### src/rtl/dmem_arbiter.sv
// rtl/dmem_arbiter.sv - two-master (CPU/DMA) data-memory bus arbiter with DMA starvation guard
//
// Purpose: shares one data-memory/peripheral bus between the CPU MEM stage and
// the UART loader/debug DMA. The CPU normally wins. After MAX_WAIT consecutive
// denied DMA cycles, the next cycle is a forced DMA slot, and the CPU is stalled
// for that one cycle.
//
// Ports:
//   clk, reset                       clock, asynchronous active-low reset
//   cpu_rd/cpu_wr/cpu_addr/cpu_wdata MEM-stage access request
//   cpu_rdata, cpu_stall             read data (mem_rdata) and pipeline hold
//   dma_req/dma_we/dma_addr/dma_wdata DMA access request, held until granted
//   dma_gnt                          combinational grant for this cycle
//   dma_rdata, dma_rvalid            registered read return, one cycle after grant
//   mem_rd/mem_wr/mem_addr/mem_wdata shared-bus strobes, address and write data
//   mem_rdata                        shared-bus read data, same cycle
module dmem_arbiter #(
    parameter int MAX_WAIT = 8,
    parameter int WAIT_W   = 4
) (
    input  logic        clk,
    input  logic        reset,
    input  logic        cpu_rd,
    input  logic        cpu_wr,
    input  logic [31:0] cpu_addr,
    input  logic [31:0] cpu_wdata,
    output logic [31:0] cpu_rdata,
    output logic        cpu_stall,
    input  logic        dma_req,
    input  logic        dma_we,
    input  logic [31:0] dma_addr,
    input  logic [31:0] dma_wdata,
    output logic        dma_gnt,
    output logic [31:0] dma_rdata,
    output logic        dma_rvalid,
    output logic        mem_rd,
    output logic        mem_wr,
    output logic [31:0] mem_addr,
    output logic [31:0] mem_wdata,
    input  logic [31:0] mem_rdata
);

    typedef enum logic {
        S_NORMAL = 1'b0,
        S_FORCE  = 1'b1
    } state_t;

    localparam logic [WAIT_W-1:0] WAIT_MAX  = WAIT_W'(MAX_WAIT);
    localparam logic [WAIT_W-1:0] WAIT_LAST = WAIT_W'(MAX_WAIT - 1);

    state_t            state_q, state_d;
    logic [WAIT_W-1:0] wait_cnt_q, wait_cnt_d;
    logic              rvalid_q, rvalid_d;
    logic [31:0]       rdata_q, rdata_d;
    logic              cpu_act;
    logic              dma_denied;

    assign cpu_act = cpu_rd | cpu_wr;

    // Arbitration, wait counter and next state. None of this depends on
    // mem_rdata, so there is no combinational path from read data to control.
    always_comb begin
        dma_gnt    = 1'b0;
        cpu_stall  = 1'b0;
        state_d    = S_NORMAL;
        wait_cnt_d = '0;
        dma_denied = 1'b0;

        case (state_q)
            S_NORMAL: begin
                dma_gnt = dma_req & ~cpu_act;
            end
            S_FORCE: begin
                // Forced slot lasts exactly one cycle, whether or not it is used.
                dma_gnt   = dma_req;
                cpu_stall = cpu_act & dma_req;
            end
            default: begin
                dma_gnt = 1'b0;
            end
        endcase

        dma_denied = dma_req & ~dma_gnt;

        if (dma_denied) begin
            wait_cnt_d = (wait_cnt_q == WAIT_MAX) ? wait_cnt_q : wait_cnt_q + 1'b1;
        end

        // The denial that brings the count to MAX_WAIT schedules the forced slot.
        if (state_q == S_NORMAL && dma_denied && wait_cnt_q == WAIT_LAST) begin
            state_d = S_FORCE;
        end
    end

    // Bus mux: the granted DMA owns the bus; otherwise the CPU request passes
    // through, masked only by a stall. An idle bus still shows the CPU address.
    always_comb begin
        mem_addr  = cpu_addr;
        mem_wdata = cpu_wdata;
        mem_rd    = cpu_rd & ~cpu_stall;
        mem_wr    = cpu_wr & ~cpu_stall;
        if (dma_gnt) begin
            mem_addr  = dma_addr;
            mem_wdata = dma_wdata;
            mem_rd    = ~dma_we;
            mem_wr    = dma_we;
        end
    end

    assign cpu_rdata = mem_rdata;

    always_comb begin
        rvalid_d = dma_gnt & ~dma_we;
        rdata_d  = rdata_q;
        if (dma_gnt && !dma_we) begin
            rdata_d = mem_rdata;
        end
    end

    always_ff @(posedge clk or negedge reset) begin
        if (!reset) begin
            state_q    <= S_NORMAL;
            wait_cnt_q <= '0;
            rvalid_q   <= 1'b0;
            rdata_q    <= '0;
        end else begin
            state_q    <= state_d;
            wait_cnt_q <= wait_cnt_d;
            rvalid_q   <= rvalid_d;
            rdata_q    <= rdata_d;
        end
    end

    assign dma_rvalid = rvalid_q;
    assign dma_rdata  = rdata_q;

endmodule

### config.mk
export PLATFORM = sky130hd
export DESIGN_NAME = dmem_arbiter
export DESIGN_NICKNAME = d
export VERILOG_FILES = /design/src/rtl/dmem_arbiter.sv
export SDC_FILE = /design/constraint.sdc
export NUM_CORES = 1
export LEC_CHECK = 0
export CORE_AREA = 2 2 115 117
export DETAILED_ROUTE_END_ITERATION = 16
export DIE_AREA = 0 0 117 119
export PLACE_DENSITY = 0.65
export SLEW_MARGIN = 40
export SYNTH_ARGS = -nofsm -noshare
export SYNTH_HDL_FRONTEND = slang
export SYNTH_SLANG_ARGS = --single-unit
export TNS_END_PERCENT = 5
### constraint.sdc
create_clock -name clk -period 4.55 [get_ports clk]
set_clock_uncertainty 0.05 [all_clocks]
set_input_delay 0.6825 -clock clk [delete_from_list [all_inputs] [get_ports clk]]
set_output_delay 0.6825 -clock clk [all_outputs]
set_load 0.05 [all_outputs]
## Word level (Yosys, flattened, before mapping)

Cells that the tools add are included.

- Register bits: 38
- Input port bits: 166
- Logic and storage cells: 33

- $add $sub $neg: 1
- Equal/unequal tests: 3
- Muxes and demuxes: 9
- Bitwise logic cells: 12
- Reduce and logical (&&, ||, !) cells: 4

Operators by type and width:

| operator | count |
|---|---|
| $mux 32 | 2 |
| $mux 4 | 2 |
| $and 1x1->1 | 6 |
| $not 1->1 | 5 |
| $add 4x1->4 const B | 1 |
| $eq 4x3->1 const B | 1 |
| $eq 4x4->1 const B | 1 |
| $mux 1 | 4 |
| $logic_and 1x1->1 | 3 |
| $ne 2x2->1 const B | 1 |
| $pmux 1 s2 | 1 |
| $logic_not 1->1 | 1 |
| $or 1x1->1 | 1 |

## Longest topological paths before layout

Gate-level depths: netlist (run 1).

- Depth in word-level cells: 9
- Depth in mapped cells: 6

## Least setup slack after synthesis (run 1)

Ideal clock, no wire load.

- Kind: input port to output port
- Start point: in cpu_wr
- End point: out mem_addr[17]
- Arrival time: 1.847 ns
- Required time: 3.818 ns
- Slack: 1.970 ns
- Stages: 5
- Buffers on the path: 1
- Cell sequence: nor2_1 > o21ai_2 > inv_2 > buf_2 > mux2_2

- Word-level cells in the longest chain between the ends: 5

RTL lines:

| element | RTL line | source |
|---|---|---|
| start, declared | 24 | `input logic cpu_wr,` |
| $or 1x1->1 | 58 | `assign cpu_act = cpu_rd \| cpu_wr;` |
| $not 1->1 | 71 | `dma_gnt = dma_req & ~cpu_act;` |
| $and 1x1->1 | 71 |  |
| $pmux 1 s2 | 69 | `case (state_q)` |
| via dma_gnt | 33 | `output logic dma_gnt,` |
| $mux 32 | 102 | `if (dma_gnt) begin` |
| end, declared | 38 | `output logic [31:0] mem_addr,` |

The timed path passes the listed nets, and every way through them passes these cells.

## Final worst setup path (run 1)

- Start point: in cpu_wr
- End point: out mem_addr[22]

- Word-level cells in the longest chain between the ends: 5

RTL lines:

| element | RTL line |
|---|---|
| $or 1x1->1 | 58 |
| $not 1->1 | 71 |
| $and 1x1->1 | 71 |
| $pmux 1 s2 | 69 |
| $mux 32 | 102 |

Every way passes these cells.

==> impl_metrics.ini, run 1 <==
[timing]
fmax_mhz = 255
worstMarginPinSlew_ns = 0.566
post-route-period-util_pct = 86.2
setup_violations = 0
setup_tns_ns = 0
relSlewSlack_pct = 62.1
finalCriticalPeriod_ns = 3.92
slew_viol_final = 0
rsz0062_at_grt = no
hold_viol = 0

[final_layout]
area_growth_pct = 115
drive_above_1_share_pct = 23.8
nets = 641
final_cell_area_sq_um = 5810

[placed_design]
place_congestion = 0.875
placed_area_sq_um = 5610
io_buffers = 298
hpwl_mm = 9.98

[floorplan]
start_util_pct = 21.0
die_w_um = 117
design.die.area_sq_um = 13900
die_h_um = 119
coreArea_sq_um = 12900
rows = 42
io_pins = 299

[worst_setup_path]
cp-start-kind = input port
rr_startpoint = state_q
cp_data_required_time_ns = 3.82
reg2reg_slack_ns = 2.95
arrival_ns = 3.19
crit_type = input port to output pin
reg2reg_to = dma_rdata[25]
rr_worst_depth = 3
cp-end-kind = output pin
cp_max_fo = 39

[route]
post_drt_via_cell_ratio = 4.08
drtPass1Iterations = 4
postRouteAntennaNets = 0
wirelength_mm = 11.9
wl_per_cell_um = 18.2
via_count = 2654
drc = 0
initialDrtViolationCount = 66

[yosys]
post-synth-top-area-fraction_pct = 35.2
synth_cell_type_count = 24
seq_area_frac_synth_pct = 35.2
ys_top_cells_by_area = dfrtp_1 35%, mux2_2 23%, mux2_4 22%
yosysWarnings = 0
netlist_instances = 207
avgSynthCellArea_sq_um = 13.0
syn-cell-area_sq_um = 2700
synth_top_area_cell = dfrtp_1
synth_nets = 375
ys_ff_latch = 38

[clock_network]
numCtsBuffers = 5
clk_path_buf_depth = 2
clkTransAtPathRegs_ns = 0.05
ctsResizeCount = 0
cts_tree = built
cts_setup_buffers = 0
cts_max_level = 2
clockRootBuffer = clkbuf_16
cts.sinks = 38
clk_latency_ns = 0.28
hold_buffers = 0

[flow_run]
maxCapViolCount = 0

[grt]
grt_max_degree = 40
overflow = 0
grt_util_all_layers_pct = 15.8
grt_pass1_wl_mm = 16.5
first_global_vias = 2853
antenna_found_initial = 3

[pwr]
peakVddDrop_v = 0.000263
seqPwrFrac_pct = 23.0
p_sw_uw = 743
p_clk_share_pct = 24.5
power_density_nw_per_um2 = 326
power.leakage_nw = 2.34
combPwrFrac_pct = 52.5
intPower_mw = 1.15
p_sw_share_pct = 39.2

[outcome]
status = finished clean

[min_path]
hold_class = input port to asynchronous set/reset pin
[routing by layer]
layer | global-route usage [%] | up-vias | part of all wire, %
met5 | 0 | - | 0.28
met1 | 18.0 | 1250 | 39
li1 | - | 1230 | -
met4 | 3.31 | 4 | 0.94
met2 | 27.2 | 158 | 48
met3 | 6.82 | 12 | 12
[cell usage in the layout, fill, tap and decap left out, types with 3 or more instances in the layout]
cell	instances
clkdlybuf4s50_1	295
mux2_2	56
mux2_4	40
dfrtp_1	38
nor2_1	5
clkbuf_16	5
buf_4	5
inv_1	4
nand2_1	3
[cell usage after synthesis]
| cell type | n |
|---|---|
| buf_6 | 5 |
| nor2_1 | 5 |
| o21ai_0 | 1 |
| ha_1 | 2 |
| mux2i_1 | 1 |
| nand2_1 | 3 |
| nand2b_1 | 2 |
| mux2_2 | 56 |
| o21ai_2 | 2 |
| o2bb2ai_1 | 1 |
| nor2b_1 | 1 |
| buf_4 | 35 |
| inv_2 | 1 |
| xor2_1 | 1 |
| nand3_1 | 1 |
| nor3_1 | 1 |
| mux2_4 | 40 |
| o21a_1 | 1 |
| xnor2_1 | 1 |
| buf_2 | 2 |
| inv_1 | 4 |
| dfrtp_1 | 38 |
| a21oi_1 | 1 |
| nand3b_1 | 2 |
[power by group through the flow]
stage / Sequential (mW) / Combinational [mW] / Clock, mW
6_report: 0.436 / 0.995 / 0.464
5_1_grt: 0.444 / 1.03 / 0.490
4_1_cts: 0.437 / 1.01 / 0.479
3_5_place_dp: 0.442 / 1.00 / 0
3_3_place_gp: 0.438 / 0.996 / 0
2_1_floorplan: 0.663 / 0.374 / 0
[area by class of cell]
cell class / instances / area, sq um
fillers: 1254 / 7060
repair buffers: 301 / 3010
multi-input cells: 122 / 1410
flip-flops and latches: 38 / 951
well taps: 176 / 220
clock buffers: 6 / 139
clock inverters: 2 / 60.1
inverters: 5 / 20.0
diodes: 1 / 2.50
[cells by family (layout without fill, tap and decap cells)]
family                     count (synthesis)  count (layout)  share of synthesized area, %
adders and majority gates                  2               2                         0.927
muxes                                     97              97                          46.0
other                                      0               1                             0
and+or+nand+nor                           15              15                          2.73
DFF                                       38              38                          35.2
AOI/OAI and AO/OA                          6               6                          1.62
xor gates and xnor gates                   2               2                         0.649
buffers and inverters                     47             314                          12.9
[metrics by stage]
step	setup slack, ns	util (%)	hold WS (ns)	instances	power, mW
6_report	0.627	45.1	0.316	651	1.89
5_1_grt	0.534	45.1	0.361	650	1.96
4_1_cts	0.601	45.1	0.338	650	1.92
3_5_place_dp	0.618	43.6	0.444	642	1.44
3_3_place_gp	0.665	43.6	0.438	642	1.43
2_1_floorplan	1.97	-	0.337	207	1.04
[how the worst max path moves through the flow]
stage	slack, ns	end	depth (start not counted)	startpoint
2_1_floorplan	1.97	mem_addr[17]	5	cpu_wr
3_3_place_gp	0.67	mem_addr[22]	7	cpu_wr
3_5_place_dp	0.62	mem_addr[22]	7	cpu_wr
4_1_cts	0.60	mem_addr[22]	7	cpu_wr
5_1_grt	0.53	mem_addr[22]	7	cpu_wr
6_report	0.63	mem_addr[22]	7	cpu_wr
[state kept, by name (all words and copies together) (netlist names)]
register	flops
state_q	1
wait_cnt_q	4
dma_rvalid	1
dma_rdata	32
[critical path, cell delays in order]
cell,delay [ns]
clkdlybuf4s50_1,0.45
nor2_1,0.27
o21ai_2,0.10
clkinv_2,0.26
buf_12,0.31
mux2_2,0.38
clkdlybuf4s50_1,0.71
Note: power is estimated with default switching activity, not from simulation.
==> run 2, diff against run 1 <==
--- a/config.mk
+++ b/config.mk
@@ -9,6 +9,7 @@
 export DETAILED_ROUTE_END_ITERATION = 16
 export DIE_AREA = 0 0 117 119
 export PLACE_DENSITY = 0.65
+export REMOVE_ABC_BUFFERS = 1
 export SLEW_MARGIN = 40
 export SYNTH_ARGS = -nofsm -noshare
 export SYNTH_HDL_FRONTEND = slang
==> run 2 against run 1 <==
Effect of this change: worst setup slack gained 0.13 ns; critical path depth is the same; sequential cell count is the same; clock-buffer cell count is the same; die area is the same; first-iteration DRC count grew 41%; fmax grew 3.3%; register-to-register slack lost 0.06 ns; sequential share of layout area grew 0.29 points; total power shrank 7.7%; sequential power is essentially flat; critical path type unchanged; largest power group unchanged.
==> impl_metrics.ini, run 2 (same netlist as run 1, synthesis figures left out) <==
[min_path]
hold_class = input port to asynchronous set/reset pin

[pwr]
seqPwrFrac_pct = 24.9
power_density_nw_per_um2 = 306
p_clk_share_pct = 18.7
peakVddDrop_v = 0.000254
p_sw_uw = 730
intPower_mw = 1.02
combPwrFrac_pct = 56.5
p_sw_share_pct = 41.7
power.leakage_nw = 2.31

[worst_setup_path]
arrival_ns = 3.06
crit_type = input port to output pin
cp_max_fo = 66
cp-end-kind = output pin
cp-start-kind = input port
cp_data_required_time_ns = 3.82

[route]
initialDrtViolationCount = 93
drc = 0
via_count = 2641
drtPass1Iterations = 2
wl_per_cell_um = 17.5
wirelength_mm = 11.3
postRouteAntennaNets = 0
post_drt_via_cell_ratio = 4.07

[grt]
antenna_found_initial = 1
grt_pass1_wl_mm = 15.7
first_global_vias = 2831
grt_max_degree = 67
overflow = 0
grt_util_all_layers_pct = 15.1

[placed_design]
place_congestion = 0.829
io_buffers = 298
hpwl_mm = 9.35
dp.cells = 641
placed_area_sq_um = 5570

[floorplan]
start_util_pct = 21.0
coreArea_sq_um = 12900
io_pins = 299
design.die.area_sq_um = 13900
die_h_um = 119
die_w_um = 117
rows = 42

[final_layout]
nFillCells = 1245
largest_reg_flops = 32
layout.cells.non_filler = 649
nets = 640
area_growth_pct = 112
final_cell_area_sq_um = 5710
final_cell_mix = 283 x clkdlybuf4s50_1, 56 x mux2_2, 40 x mux2_4
drive_above_1_share_pct = 25.8
mostFrequentLayoutCell = clkdlybuf4s50_1

[clock_network]
clkTransAtPathRegs_ns = 0.06
ctsResizeCount = 0
cts.sinks = 38
cts_setup_buffers = 0
cts_max_level = 2
numCtsBuffers = 5
clk_latency_ns = 0.27
cts_tree = built
clk_path_buf_depth = 2
hold_buffers = 0
clockRootBuffer = clkbuf_16

[timing]
fmax_mhz = 263
setup_violations = 0
slew_viol_final = 0
finalCriticalPeriod_ns = 3.80
rsz0062_at_grt = no
relSlewSlack_pct = 63.4
worstMarginPinSlew_ns = 0.548
post-route-period-util_pct = 83.4
setup_tns_ns = 0
hold_viol = 0

[flow_run]
maxCapViolCount = 0

[outcome]
status = finished clean
run 2: power groups by stage:
| stage | logic, mW | registers (mW) | clock network (mW) |
|---|---|---|---|
| after floorplan | 0.294 | 0.663 | 0 |
| after global placement | 0.990 | 0.436 | 0 |
| after detailed placement | 0.992 | 0.440 | 0 |
| after CTS | 0.998 | 0.436 | 0.343 |
| after global routing | 1.02 | 0.443 | 0.357 |
| final | 0.988 | 0.435 | 0.327 |
run 2: area by class of cell:
class / instances / area (sq um) / area share, %
tap: 176 / 220 / 3.86
multi-input combinational: 122 / 1410 / 24.7
clock buffer: 6 / 129 / 2.26
inverter: 5 / 20.0 / 0.350
sequential: 38 / 951 / 16.6
antenna: 1 / 2.50 / 0.0438
clock inverter: 1 / 7.51 / 0.131
timing repair buffer: 300 / 2970 / 52.0
run 2: worst max-delay path, cell delays in order:
cell             delay, ns
clkdlybuf4s50_1       0.45
nor2_1                0.28
o21ai_2               0.10
clkinv_2              0.07
buf_12                0.36
mux2_2                0.40
clkdlybuf4s50_1       0.70
run 2: final timing paths:
kind | start | to | slack, ns | cells after the start
max reg2reg | state_q | dma_rdata[14] | 2.89 | 3
min in group clk | dma_rdata[29] | dma_rdata[29] | 0.45 | 1
min reg2reg | dma_rdata[29] | dma_rdata[29] | 0.45 | 1
min | reset | dma_rdata[29] | 0.32 | 1
max in group asynchronous | reset | dma_rdata[24] | 3.79 | 1
max | cpu_wr | mem_addr[24] | 0.75 | 7
run 2: per-layer routing:
metal | track usage (%) | vias to the layer above | share of wire (%)
li1 | - | 1226 | -
met1 | 17.1 | 1243 | 38
met2 | 25.4 | 161 | 47
met3 | 6.72 | 11 | 13
met4 | 4.26 | 0 | 1.7
met5 | 0 | - | 0
run 2: metrics by stage:
| stage | utilization, % | hold WS (ns) | total power, mW | setup WS (ns) |
|---|---|---|---|---|
| 3_3_place_gp | 43.3 | 0.438 | 1.43 | 0.810 |
| 4_1_cts | 44.3 | 0.338 | 1.78 | 0.754 |
| 3_5_place_dp | 43.3 | 0.445 | 1.43 | 0.760 |
| 2_1_floorplan | - | 0.337 | 0.957 | 1.22 |
| 5_1_grt | 44.3 | 0.363 | 1.82 | 0.670 |
| 6_report | 44.4 | 0.318 | 1.75 | 0.754 |
==> run 3, diff against run 2 <==
--- a/config.mk
+++ b/config.mk
@@ -5,10 +5,10 @@
 export SDC_FILE = /design/constraint.sdc
 export NUM_CORES = 1
 export LEC_CHECK = 0
-export CORE_AREA = 2 2 115 117
+export CORE_AREA = 2 2 117 119
 export DETAILED_ROUTE_END_ITERATION = 16
-export DIE_AREA = 0 0 117 119
-export PLACE_DENSITY = 0.65
+export DIE_AREA = 0 0 119 121
+export PLACE_DENSITY = 0.63
 export REMOVE_ABC_BUFFERS = 1
 export SLEW_MARGIN = 40
 export SYNTH_ARGS = -nofsm -noshare
==> constraint.sdc (replaced) <==
create_clock -name clk -period 3.75 [get_ports clk]
set_clock_uncertainty 0.05 [all_clocks]
set_input_delay 0.5625 -clock clk [delete_from_list [all_inputs] [get_ports clk]]
set_output_delay 0.5625 -clock clk [all_outputs]
set_load 0.05 [all_outputs]
==> run 3 against run 2 <==
Effect of this change: combinational power rose by 28%; non-clock buffer count did not move; largest power group unchanged; cell area rose by 4.2%; global-route usage rose by 0.89 points; die area rose by 3.4%; first-iteration DRC count fell by 11%; clock power rose by 40%; core utilization rose by 1.1 points; hold slack got worse by 0.11 ns.
==> impl_metrics.ini, run 3 (same netlist as run 1, synthesis figures left out) <==
[outcome]
status = finished clean

[worst_setup_path]
rr_worst_depth = 3
cp_data_required_time_ns = 3.14
rr_startpoint = state_q
cp_max_fo = 16
reg2reg_slack_ns = 2.14
arrival_ns = 2.75
cp-start-kind = input port
endpoint = mem_wdata[24]
cp-end-kind = output pin
cp-startpoint = cpu_wr
crit_type = input port to output pin
reg2reg_to = dma_rdata[13]

[timing]
finalCriticalPeriod_ns = 3.36
setup_violations = 0
worstMarginPinSlew_ns = 0.531
fin_ws_ns = 0.389
setup_tns_ns = 0
relSlewSlack_pct = 64.5
fmax_mhz = 298
post-route-period-util_pct = 89.6
slew_viol_final = 0
hold_viol = 0
rsz0062_at_grt = no

[pwr]
peakVddDrop_v = 0.000278
power_density_nw_per_um2 = 377
combPwrFrac_pct = 56.1
intPower_mw = 1.33
seqPwrFrac_pct = 23.5
p_sw_uw = 910
p_clk_share_pct = 20.4
p_sw_share_pct = 40.6
power.leakage_nw = 2.49

[clock_network]
cts_setup_buffers = 0
ctsResizeCount = 0
cts_max_level = 2
hold_buffers = 0
clkTransAtPathRegs_ns = 0.06
clk_path_buf_depth = 2
numCtsBuffers = 5
cts.sinks = 38
clk_latency_ns = 0.27
clockRootBuffer = clkbuf_16
cts_tree = built

[final_layout]
drive_above_1_share_pct = 34.9
nFillCells = 1207
n_antenna_cell = 0
multi_input_area_sq_um = 1410
final_cell_area_sq_um = 5950
largest_reg_flops = 32
layout.cells.non_filler = 649
seq_area_sq_um = 951
area_growth_pct = 120
final_cell_mix = 242 x clkdlybuf4s50_1, 56 x mux2_2, 40 x mux2_4
mostFrequentLayoutCell = clkdlybuf4s50_1
postLayoutCoreUtil_pct = 45.5
nets = 640

[floorplan]
die_h_um = 121
start_util_pct = 20.6
design.die.area_sq_um = 14400
io_pins = 299
rows = 42
die_w_um = 119
coreArea_sq_um = 13100

[route]
wl_per_cell_um = 19.0
postRouteAntennaNets = 0
via_count = 2630
drc = 0
post_drt_via_cell_ratio = 4.05
drtPass1Iterations = 4
wirelength_mm = 12.3
initialDrtViolationCount = 83

[placed_design]
hpwl_mm = 10.2
place_congestion = 0.816
placed_area_sq_um = 5780
io_buffers = 298
dp.cells = 641
pre_cts_ws_ns = 0.393

[flow_run]
maxCapViolCount = 0

[grt]
first_global_vias = 2820
grt_util_all_layers_pct = 16.0
grt_pass1_wl_mm = 17.3
overflow = 0
grt_max_degree = 52
antenna_found_initial = 1

[min_path]
hold_class = input port to asynchronous set/reset pin
[run 3: worst min-delay path by stage]
stage	from	end	slack (ns)	cells past startpoint
global route	reset	dma_rdata[21]	0.25	1
detailed placement	dma_rdata[24]	dma_rdata[24]	0.44	1
finish	reset	dma_rdata[21]	0.20	1
floorplan	reset	dma_rdata[0]	0.22	0
CTS	reset	dma_rdata[6]	0.22	1
global placement	dma_rdata[19]	dma_rdata[19]	0.44	1
[run 3: stage by stage]
stage | total power [mW] | hold slack (ns)
5_1_grt | 2.32 | 0.246
2_1_floorplan | 1.16 | 0.217
4_1_cts | 2.28 | 0.215
3_3_place_gp | 1.79 | 0.437
3_5_place_dp | 1.80 | 0.442
6_report | 2.24 | 0.203
[run 3: final cells by class]
type	instances	area share (%)
Clock buffer	8	2.80
Inverter	5	0.336
Multi-Input combinational cell	122	23.7
Sequential cell	38	16.0
Tap cell	176	3.70
Timing Repair Buffer	300	53.5
[run 3: worst max-delay path, stage by stage]
cell,delay (ns)
clkdlybuf4s50_1,0.50
nor2_1,0.10
o21ai_2,0.17
clkinv_2,0.31
mux2_4,0.39
clkdlybuf4s50_1,0.71
[run 3: per-layer routing]
layer	routed length, um	global-route usage, %	share of wire (%)	up-vias
met4	246	4.61	2.0	0
met1	4840	18.5	39	1232
li1	-	-	-	1226
met3	1120	5.45	9.1	14
met5	0	0	0	-
met2	6090	27.9	49	158
[run 3: power groups by stage]
stage / Sequential, mW / Combinational (mW) / Clock [mW]
after floorplan: 0.805 / 0.357 / 0
final: 0.528 / 1.26 / 0.457
after detailed placement: 0.535 / 1.26 / 0
after global routing: 0.537 / 1.30 / 0.487
after global placement: 0.530 / 1.26 / 0
after CTS: 0.529 / 1.27 / 0.478
